File: src/rtl/cic_upsampler.sv
// Zero-insertion rate expander between the CIC comb and integrator chains.
// Optional build macro CIC_UPSAMPLE_HOLD_EN: fill slots repeat the last sample instead of zero.
module cic_upsampler #(
    parameter int DATA_W = 32,
    parameter int RATE   = 8,
    parameter int PH_W   = 8
) (
    input  logic                     clk,
    input  logic                     rst,
    input  logic                     flush,
    input  logic signed [DATA_W-1:0] in_data,
    input  logic                     in_valid,
    output logic                     in_ready,
    output logic signed [DATA_W-1:0] out_data,
    output logic                     out_valid,
    output logic [PH_W-1:0]          out_phase,
    output logic                     underrun
);

    // state | meaning
    // IDLE  | no stream yet (or flushed); outputs held at zero, waiting for a sample
    // RUN   | one output per clock; phase 0 carries a popped sample, other phases fill
    typedef enum logic {IDLE, RUN} state_t;

    localparam logic [PH_W-1:0] PH_LAST = PH_W'(RATE - 1);

    state_t                   state;
    logic signed [DATA_W-1:0] fifo_mem [2];
    logic                     wr_ptr;
    logic                     rd_ptr;
    logic [1:0]               count;
    logic [PH_W-1:0]          phase;   // phase of the next slot to be emitted

    logic                     push;
    logic                     pop;
    logic                     slot_zero;
    logic [PH_W-1:0]          phase_nxt;
    logic signed [DATA_W-1:0] head;
    logic signed [DATA_W-1:0] fill;

`ifdef CIC_UPSAMPLE_HOLD_EN
    logic signed [DATA_W-1:0] last;
`endif

    always_comb begin
        in_ready  = (count != 2'd2);
        push      = in_valid && in_ready;
        // phase is always 0 while in IDLE, so one test covers both start-up and phase-0 slots
        slot_zero = (phase == '0);
        pop       = (count != 2'd0) && slot_zero;
        phase_nxt = (phase == PH_LAST) ? '0 : phase + 1'b1;
        head      = fifo_mem[rd_ptr];
`ifdef CIC_UPSAMPLE_HOLD_EN
        fill      = last;
`else
        fill      = '0;
`endif
    end

    always_ff @(posedge clk) begin
        if (rst) begin
            state     <= IDLE;
            wr_ptr    <= 1'b0;
            rd_ptr    <= 1'b0;
            count     <= 2'd0;
            phase     <= '0;
            out_data  <= '0;
            out_valid <= 1'b0;
            out_phase <= '0;
            underrun  <= 1'b0;
`ifdef CIC_UPSAMPLE_HOLD_EN
            last      <= '0;
`endif
        end else if (flush) begin
            // underrun is deliberately kept so a flush cannot hide a past starvation event
            state     <= IDLE;
            wr_ptr    <= 1'b0;
            rd_ptr    <= 1'b0;
            count     <= 2'd0;
            phase     <= '0;
            out_data  <= '0;
            out_valid <= 1'b0;
            out_phase <= '0;
`ifdef CIC_UPSAMPLE_HOLD_EN
            last      <= '0;
`endif
        end else begin
            if (push) begin
                fifo_mem[wr_ptr] <= in_data;
                wr_ptr           <= ~wr_ptr;
            end
            if (pop) begin
                rd_ptr <= ~rd_ptr;
`ifdef CIC_UPSAMPLE_HOLD_EN
                last   <= head;
`endif
            end
            count <= count + {1'b0, push} - {1'b0, pop};

            case (state)
                IDLE: begin
                    if (pop) begin
                        out_data  <= head;
                        out_valid <= 1'b1;
                        out_phase <= '0;
                        phase     <= phase_nxt;
                        state     <= RUN;
                    end
                end
                RUN: begin
                    out_phase <= phase;
                    phase     <= phase_nxt;
                    if (pop) begin
                        out_data <= head;
                    end else begin
                        out_data <= fill;
                        if (slot_zero) begin
                            underrun <= 1'b1;
                        end
                    end
                end
                default: state <= IDLE;
            endcase
        end
    end

endmodule
File: config.mk
export PLATFORM = sky130hd
export DESIGN_NAME = cic_upsampler
export DESIGN_NICKNAME = d
export VERILOG_FILES = /design/src/rtl/cic_upsampler.sv
export SDC_FILE = /design/constraint.sdc
export NUM_CORES = 1
export LEC_CHECK = 0
export ABC_AREA = 1
export ABC_CLOCK_PERIOD_IN_PS = 5300
export CAP_MARGIN = 0
export CORE_ASPECT_RATIO = 0.8
export CORE_MARGIN = 10
export CORE_UTILIZATION = 52
export CTS_CLUSTER_DIAMETER = 50
export CTS_CLUSTER_SIZE = 10
export DETAILED_ROUTE_END_ITERATION = 12
export PLACE_DENSITY = 0.89
export SLEW_MARGIN = 20
export SYNTH_ARGS = -nofsm -noshare
export SYNTH_HDL_FRONTEND = slang
export SYNTH_SLANG_ARGS = --single-unit
File: constraint.sdc
create_clock -name clk -period 5.3 [get_ports clk]
set_input_delay 1.59 -clock clk [delete_from_list [all_inputs] [get_ports clk]]
set_output_delay 1.59 -clock clk [all_outputs]
set_load 0.05 [all_outputs]
# ---- After elaboration in Yosys (flattened, before gate mapping)
# Memories as Yosys holds them, arrays and structs flattened. A register that Yosys moved wholly into a read port is not among the register bits.
# Index checks and enable logic that the tools add are counted.
dict set report op_classes {
  reduce_logical 7
  muxes 16
  n_eq_ne 3
  add_sub_neg 3
  bitwise 5
}
# cell n
set op_table {}
lappend op_table {{$mux W32} 2}
lappend op_table {{$pmux W32 S2} 1}
lappend op_table {{$pmux W8 S2} 2}
lappend op_table {{$mux W8} 3}
lappend op_table {{$add A8 B1 Y8 const B} 1}
lappend op_table {{$eq A8 B3 Y1 const B} 1}
lappend op_table {{$logic_not A8 Y1} 1}
lappend op_table {{$mux W1} 8}
lappend op_table {{$not A1 Y1} 5}
lappend op_table {{$ne A2 B2 Y1 const B} 2}
lappend op_table {{$reduce_and A4 Y1} 1}
lappend op_table {{$add A2 B1 Y2} 1}
lappend op_table {{$logic_and A1 B1 Y1} 2}
lappend op_table {{$reduce_and A2 Y1} 1}
lappend op_table {{$reduce_bool A2 Y1} 1}
lappend op_table {{$reduce_or A2 Y1} 1}
lappend op_table {{$sub A2 B1 Y2} 1}
dict set report totals {
  register_bits 55
  word_cells 44
  input_bits 36
  out_inout_bits 43
  mem_count 1
  mem_bits_rw 64
}
# memory depth word_bits read_ports rd_ports_with_merged_regs write_ports line
set mem_list {}
lappend mem_list {fifo_mem 2 32 1 1 1 28} ;# logic signed [DATA_W-1:0] fifo_mem [2];

# ---- Depth between registers and ports, before layout
dict set report logic_depth {
  ltp_word 6
  ltp_mapped 13
  depth_no_buf 12
}

# ---- Worst setup path before layout
# Ideal clock, no wire load.
dict set report synth_timing {
  path_kind {input to register}
  startpoint {input flush}
  endpoint {memory fifo_mem[1][0] (enable)}
  n_path_buf 0
  setup_time_ps 461
  slack_ps 667
  path_stages 3
  arrival_time_ps 4172
  required_time_ps 4839
  cell_sequence {nor2_1 > inv_2 > nor3_1}
}
dict set report synth_via {
  elab_chain_cells 3
}
# element line
set synth_lines {}
lappend synth_lines {{from (decl)} 10} ;# input logic flush,
lappend synth_lines {{$mux W1} 74} ;# end else if (flush) begin
lappend synth_lines {{$mux W1} 61} ;# if (rst) begin
lappend synth_lines {{$mux W1 (implied by the code)} 89} ;# fifo_mem[wr_ptr] <= in_data;
lappend synth_lines {{to (decl)} 28}
# No other way between the ends.

# ---- Final worst setup path
dict set report layout_timing {
  startpoint {input flush}
  endpoint {memory fifo_mem[0][28] (enable)}
}
# The elaborated chain is that of the path after synthesis.

==> metrics.yaml <==
run_status:
  status: "complete, no violations"
clocking:
  cts_buffers: 17
  cts_resized: 0
  clockBufferDepth: 2
  clock-sinks: 120
  clkLatencyLatePin_ns: 0.53
  cts_tree: "built"
  hold_buffers: 0
  cts_root_buf: "clkbuf_8"
  post_cts_buffers: 0
  cts_htree_levels: 4
  cts.clk_slew.worst_paths_ns: 0.06
min_path:
  hold_depth: 2
  worst_hold_path_type: "reg -> reg"
layout:
  nNetsFinal: 526
  diodes: 0
  drive_gt1_share_pct: 15.4
  fillers: 572
  area_growth_pct: 30.8
die:
  fp.dieArea_um2: 13100
  start_util_pct: 54.0
  io_pins: 79
  rows: 30
  dieHeight_um: 104
  fp.dieW_um: 125
  core-area_um2: 8560
synthesis:
  syn-num-nets: 450
  ys_types: 23
  yosysSeqAreaShare_pct: 65.8
  syn_inst: 410
  avgSynthCellArea_um2: 11.3
  ys_warn_count: 0
  synth_area_um2: 4620
  synth-seq-cells: 120
global_routing:
  grt_pass1_wl_um: 17400
  grt-ovfl-total: 0
  use_met3_pct: 7.74
  grt_pass1_vias: 3478
  track_usage_pct: 16.6
  top_usage_layer: "met2"
  grt_util_met2_pct: 25.7
  grt_util_met1_pct: 19.5
  antenna_found_initial: 0
  grt_max_degree: 55
timing:
  hold_violations: 0
  relSlewSlack_pct: 36.8
  max_freq_ghz: 0.285
  period_needed_ns: 3.51
  setup_viol: 0
  tightest_slew_ns: 0.947
  setup_tns_ns: 0
  slew_viol_final: 0
  rsz0062_at_grt: "false"
  skew_ns: 0.0148
  layout_setup_ws_ns: 1.79
  finalCritPeriodShare_pct: 66.3
setup_path:
  startpoint_type: "input pin"
  cp_max_fo: 53
  arrival_ns: 3.66
  endpoint_kind: "register"
  crit_type: "in -> reg"
  reg2reg_depth: 12
  critPathRequiredTime_ns: 5.45
drt:
  drt_iter0_drc: 290
  vias: 3363
  avgRoutedWirePerCell_um: 18.0
  vias_per_cell: 5.50
  finalWirelength_um: 11000
  route.detailed.drc: 0
  drt_pass1_iterations: 7
  ant_nets: 0
placement:
  place.detailed.hpwl_um: 6630
  io_buffer_count: 78
  gp_congestion: 0.867
  place_ws_ns: 1.29
power:
  leakage_uw: 0.00208
  ir_drop_mv: 0.254
  power_density_nw_per_um2: 401
run:
  cap_viol_max_count: 0
==> critical path, cell delays in order <==
cell and delay [ns]:
clkdlybuf4s50_1 0.41, nor2_1 0.31, inv_2 0.44, nor2_4 0.87
==> cells in the final DEF, fill, tap and decap left out <==
cell type / count
clkdlybuf4s50_1: 78
nor3_2: 1
inv_2: 5
o21a_1: 1
nand2_1: 70
inv_1: 17
nand3_1: 55
buf_4: 3
clkinvlp_4: 2
nand4_1: 1
nor2_2: 1
a21oi_1: 51
clkbuf_16: 16
inv_6: 6
clkinv_2: 2
ha_1: 4
nor3_1: 2
edfxtp_1: 64
xnor2_1: 1
bufinv_16: 3
o21ai_0: 4
clkbuf_8: 1
mux2_2: 32
dfxtp_1: 56
nor2_1: 18
nand3_4: 1
nor2_4: 1
clkinv_4: 3
==> flip-flops by register name, indices dropped and copies added (netlist names), named ones only <==
| register | flops |
|---|---|
| fifo_mem | 64 |
| out_data | 32 |
| out_phase | 8 |
| phase | 8 |
| count | 2 |
| out_valid | 1 |
| rd_ptr | 1 |
| state | 1 |
| underrun | 1 |
| wr_ptr | 1 |
==> cells in the mapped netlist, drive strengths merged <==
library cell	number	area (um^2)
ha	4	50.1
a21oi	51	255
mux2	32	360
clkbuf	6	23.8
nand4	1	6.26
clkinv	1	5.00
o21ai	4	20.0
dfxtp	56	1120
edfxtp	64	1920
nor2	20	77.6
xnor2	1	8.76
buf	18	111
nor3	3	15.0
inv	22	82.6
o21a	1	7.51
nand2	70	263
nand3	56	293
==> area by class of cell <==
class | count | area, um^2 | area share, %
flip-flops and latches | 120 | 3040 | 50.3
multi-input cells | 243 | 1370 | 22.6
repair buffers | 81 | 803 | 13.3
clock buffers | 17 | 414 | 6.85
clock inverters | 15 | 189 | 3.12
well taps | 112 | 140 | 2.32
inverters | 23 | 87.6 | 1.45
==> logic make-up (layout without fill, tap and decap cells) <==
family | after synthesis | in the layout | share of synthesized area, %
AO/OA/AOI/OAI | 56 | 56 | 6.12
XOR/XNOR | 1 | 1 | 0.190
adder cells (fa/ha/maj) | 4 | 4 | 1.08
buffers and inverters | 47 | 136 | 4.82
flip-flops | 120 | 120 | 65.8
multiplexers | 32 | 32 | 7.80
AND/OR/NAND/NOR | 150 | 150 | 14.2
==> path summary, 6_finish.rpt <==
check,startpoint,end,slack (ns)
setup / recovery,flush,fifo_mem[0][28],1.79
hold / removal,out_data[7],out_data[7],0.48
setup reg to reg,phase[0],count[1],2.07
hold reg to reg,out_data[7],out_data[7],0.48
==> per-layer routing <==
layer	wire (um)	vias up
met4	169	0
met2	5190	173
li1	-	1575
met1	4650	1596
met5	0	-
met3	984	19
==> metrics by stage <==
| step | std cells | hold WS, ns | util (%) | power (uW) | cell area [um^2] |
|---|---|---|---|---|---|
| floorplan | 410 | 0.440 | - | 1200 | 4620 |
| detailed placement | 579 | 0.466 | 63.6 | 1280 | 5440 |
| CTS | 611 | 0.485 | 70.6 | 2430 | 6050 |
| finish | 611 | 0.483 | 70.6 | 2430 | 6050 |
| global placement | 579 | 0.448 | 63.6 | 1270 | 5440 |
| global route | 611 | 0.507 | 70.6 | 2500 | 6050 |
==> where the power goes <==
| part | internal [uW] | total (uW) | switching [uW] |
|---|---|---|---|
| Sequential | 1010 | 1020 | 13.4 |
| Clock | 725 | 1160 | 439 |
| Combinational | 83.4 | 244 | 160 |
| Total | 1810 | 2430 | 612 |
(Power assumes the default switching activity.)
==> variant, RTL diff (config.mk and constraints unchanged) <==
Build with the macro `CIC_UPSAMPLE_HOLD_EN` defined.
--- a/src/rtl/cic_upsampler.sv
+++ b/src/rtl/cic_upsampler.sv
@@ -1,5 +1,7 @@
 // Zero-insertion rate expander between the CIC comb and integrator chains.
 // Optional build macro CIC_UPSAMPLE_HOLD_EN: fill slots repeat the last sample instead of zero.
+`define CIC_UPSAMPLE_HOLD_EN
+
 module cic_upsampler #(
     parameter int DATA_W = 32,
     parameter int RATE   = 8,
Function: changed (a bounded check fails within 4 cycles, from zero or initial values and one cycle with rst high).
==> variant against the original RTL <==
- sequential power grew 25%
- final cell count up 46%
- die area increased by 24%
- total power increased by 13%
- count of clock-buffer cells in the layout rose by 3
- highest routed layer unchanged
- maximum frequency decreased by 2.2%
- worst setup slack got worse by 0.080 ns
- cell area increased by 22%
- area after synthesis increased by 29%
- sequential cell count grew 32
- routed wire length increased by 26%
==> variant: results (changes against the original RTL) <==
----------------------------------------------------
[Finish]
  Clock buffer cells ... 20 (was 17)
  Clk cell area share ... 7.96% (was 9.98%)
  Relative area of non-clock buffer cells in the final design ... 11.1% (was 13.3%)
  Multi-input gates ... 427 (was 243)

[Synthesis]
  Commonest cells post-synth ... sky130_fd_sc_hd__nand2_1 (230), sky130_fd_sc_hd__dfxtp_1 (88), sky130_fd_sc_hd__nand3_1 (75), sky130_fd_sc_hd__edfxtp_1 (64), sky130_fd_sc_hd__inv_1 (49) (was sky130_fd_sc_hd__nand2_1 (70), sky130_fd_sc_hd__edfxtp_1 (64), sky130_fd_sc_hd__dfxtp_1 (56), sky130_fd_sc_hd__nand3_1 (55), sky130_fd_sc_hd__a21oi_1 (51))
  Number of different library cells in the post-synthesis netlist ... 27 (was 23)
  Nets in the synthesized netlist ... 708 (was 450)
  Most common flop cell mapped by yosys ... sky130_fd_sc_hd__dfxtp_1 (was sky130_fd_sc_hd__edfxtp_1)
  Arithmetic-cell share of the synthesized area counting full adders, half adders and majority gates ... 0.837% (was 1.08%)
  Cell types with the largest area share after synthesis ... sky130_fd_sc_hd__edfxtp_1 (32%), sky130_fd_sc_hd__dfxtp_1 (29%), sky130_fd_sc_hd__nand2_1 (14%), sky130_fd_sc_hd__nand3_1 (6.3%), sky130_fd_sc_hd__a21oi_1 (3.7%) (was sky130_fd_sc_hd__edfxtp_1 (42%), sky130_fd_sc_hd__dfxtp_1 (24%), sky130_fd_sc_hd__mux2_2 (7.8%), sky130_fd_sc_hd__nand3_1 (6.0%), sky130_fd_sc_hd__nand2_1 (5.7%))
  Xor-xnor portion of the synthesized cell area ... 0.146% (was 0.189%)

[Global route]
  Met3 capacity usage during global routing ... 5.56% (was 7.74%)
  Met1 track demand over resource in global routing ... 19.6% (was 19.5%)
  All-Layer GR Usage ... 16.8% (was 16.6%)
  Wire length of the first global-routing pass ... 22200 um (was 17400 um)
  Met2 Use GR ... 28.6% (was 25.7%)

[Routing]
  Total met2 wirelength after detailed routing ... 6670 um (was 5190 um)
  Initial drt markers ... 463 (was 290)
  DR pass1 iterations ... 5 (was 7)
  Routed WL per cell ... 15.5 um (was 18.0 um)
  Met3 Routed Length ... 1090 um (was 984 um)

[Setup path]
  Worst stage delay on the critical path ... 0.77 ns (was 0.87 ns)
  Top delay family on crit path ... buffers and inverters (was simple AND/OR/NAND/NOR gates)
  Slowest stage cell, crit path ... sky130_fd_sc_hd__or2_2 (was sky130_fd_sc_hd__nor2_4)
  Signal arrival time at the worst endpoint ... 3.88 ns (was 3.66 ns)

[Power]
  Proportion of power drawn by combinational gates ... 9.6% (was 10.0%)
  Leakage component of the power ... 3.15 nW (was 2.08 nW)
  Maximum ir drop on the vdd rail ... 0.225 mV (was 0.254 mV)

[Run status]
  Result of the run ... complete, no violations (unchanged)

[STA]
  Slew at the pin closest to its max-slew limit ... 0.989 ns (was 0.947 ns)

[Placed design]
  Placer's final routability congestion estimate ... 0.807 (was 0.867)
  DP Wirelength ... 8910 um (was 6630 um)

----------------------------------------------------
==> variant: stage by stage <==
| stage | instances | power [mW] | setup slack (ns) | instance area, sq um |
|---|---|---|---|---|
| floorplan | 668 | 1.47 | 0.619 | 5980 |
| global placement | 860 | 1.53 | 1.40 | 6800 |
| detailed placement | 860 | 1.55 | 1.33 | 6800 |
| CTS | 892 | 2.74 | 1.78 | 7390 |
| global route | 892 | 2.82 | 1.53 | 7390 |
| finish | 892 | 2.73 | 1.71 | 7390 |
==> variant: tightest hold or removal path, stage by stage, from the launching register on <==
cell	delay [ns]
sky130_fd_sc_hd__dfxtp_1	0.31
sky130_fd_sc_hd__nand2_1	0.06
sky130_fd_sc_hd__nand2_1	0.04
==> variant: worst paths after layout <==
kind               startpoint            to  slack (ns)  depth (start not counted)
setup reg to reg     phase[0]  out_data[15]        2.61                         10
hold / removal    out_data[8]   out_data[8]        0.45                          2
hold reg to reg   out_data[8]   out_data[8]        0.45                          2
setup / recovery          rst        rd_ptr        1.71                          6
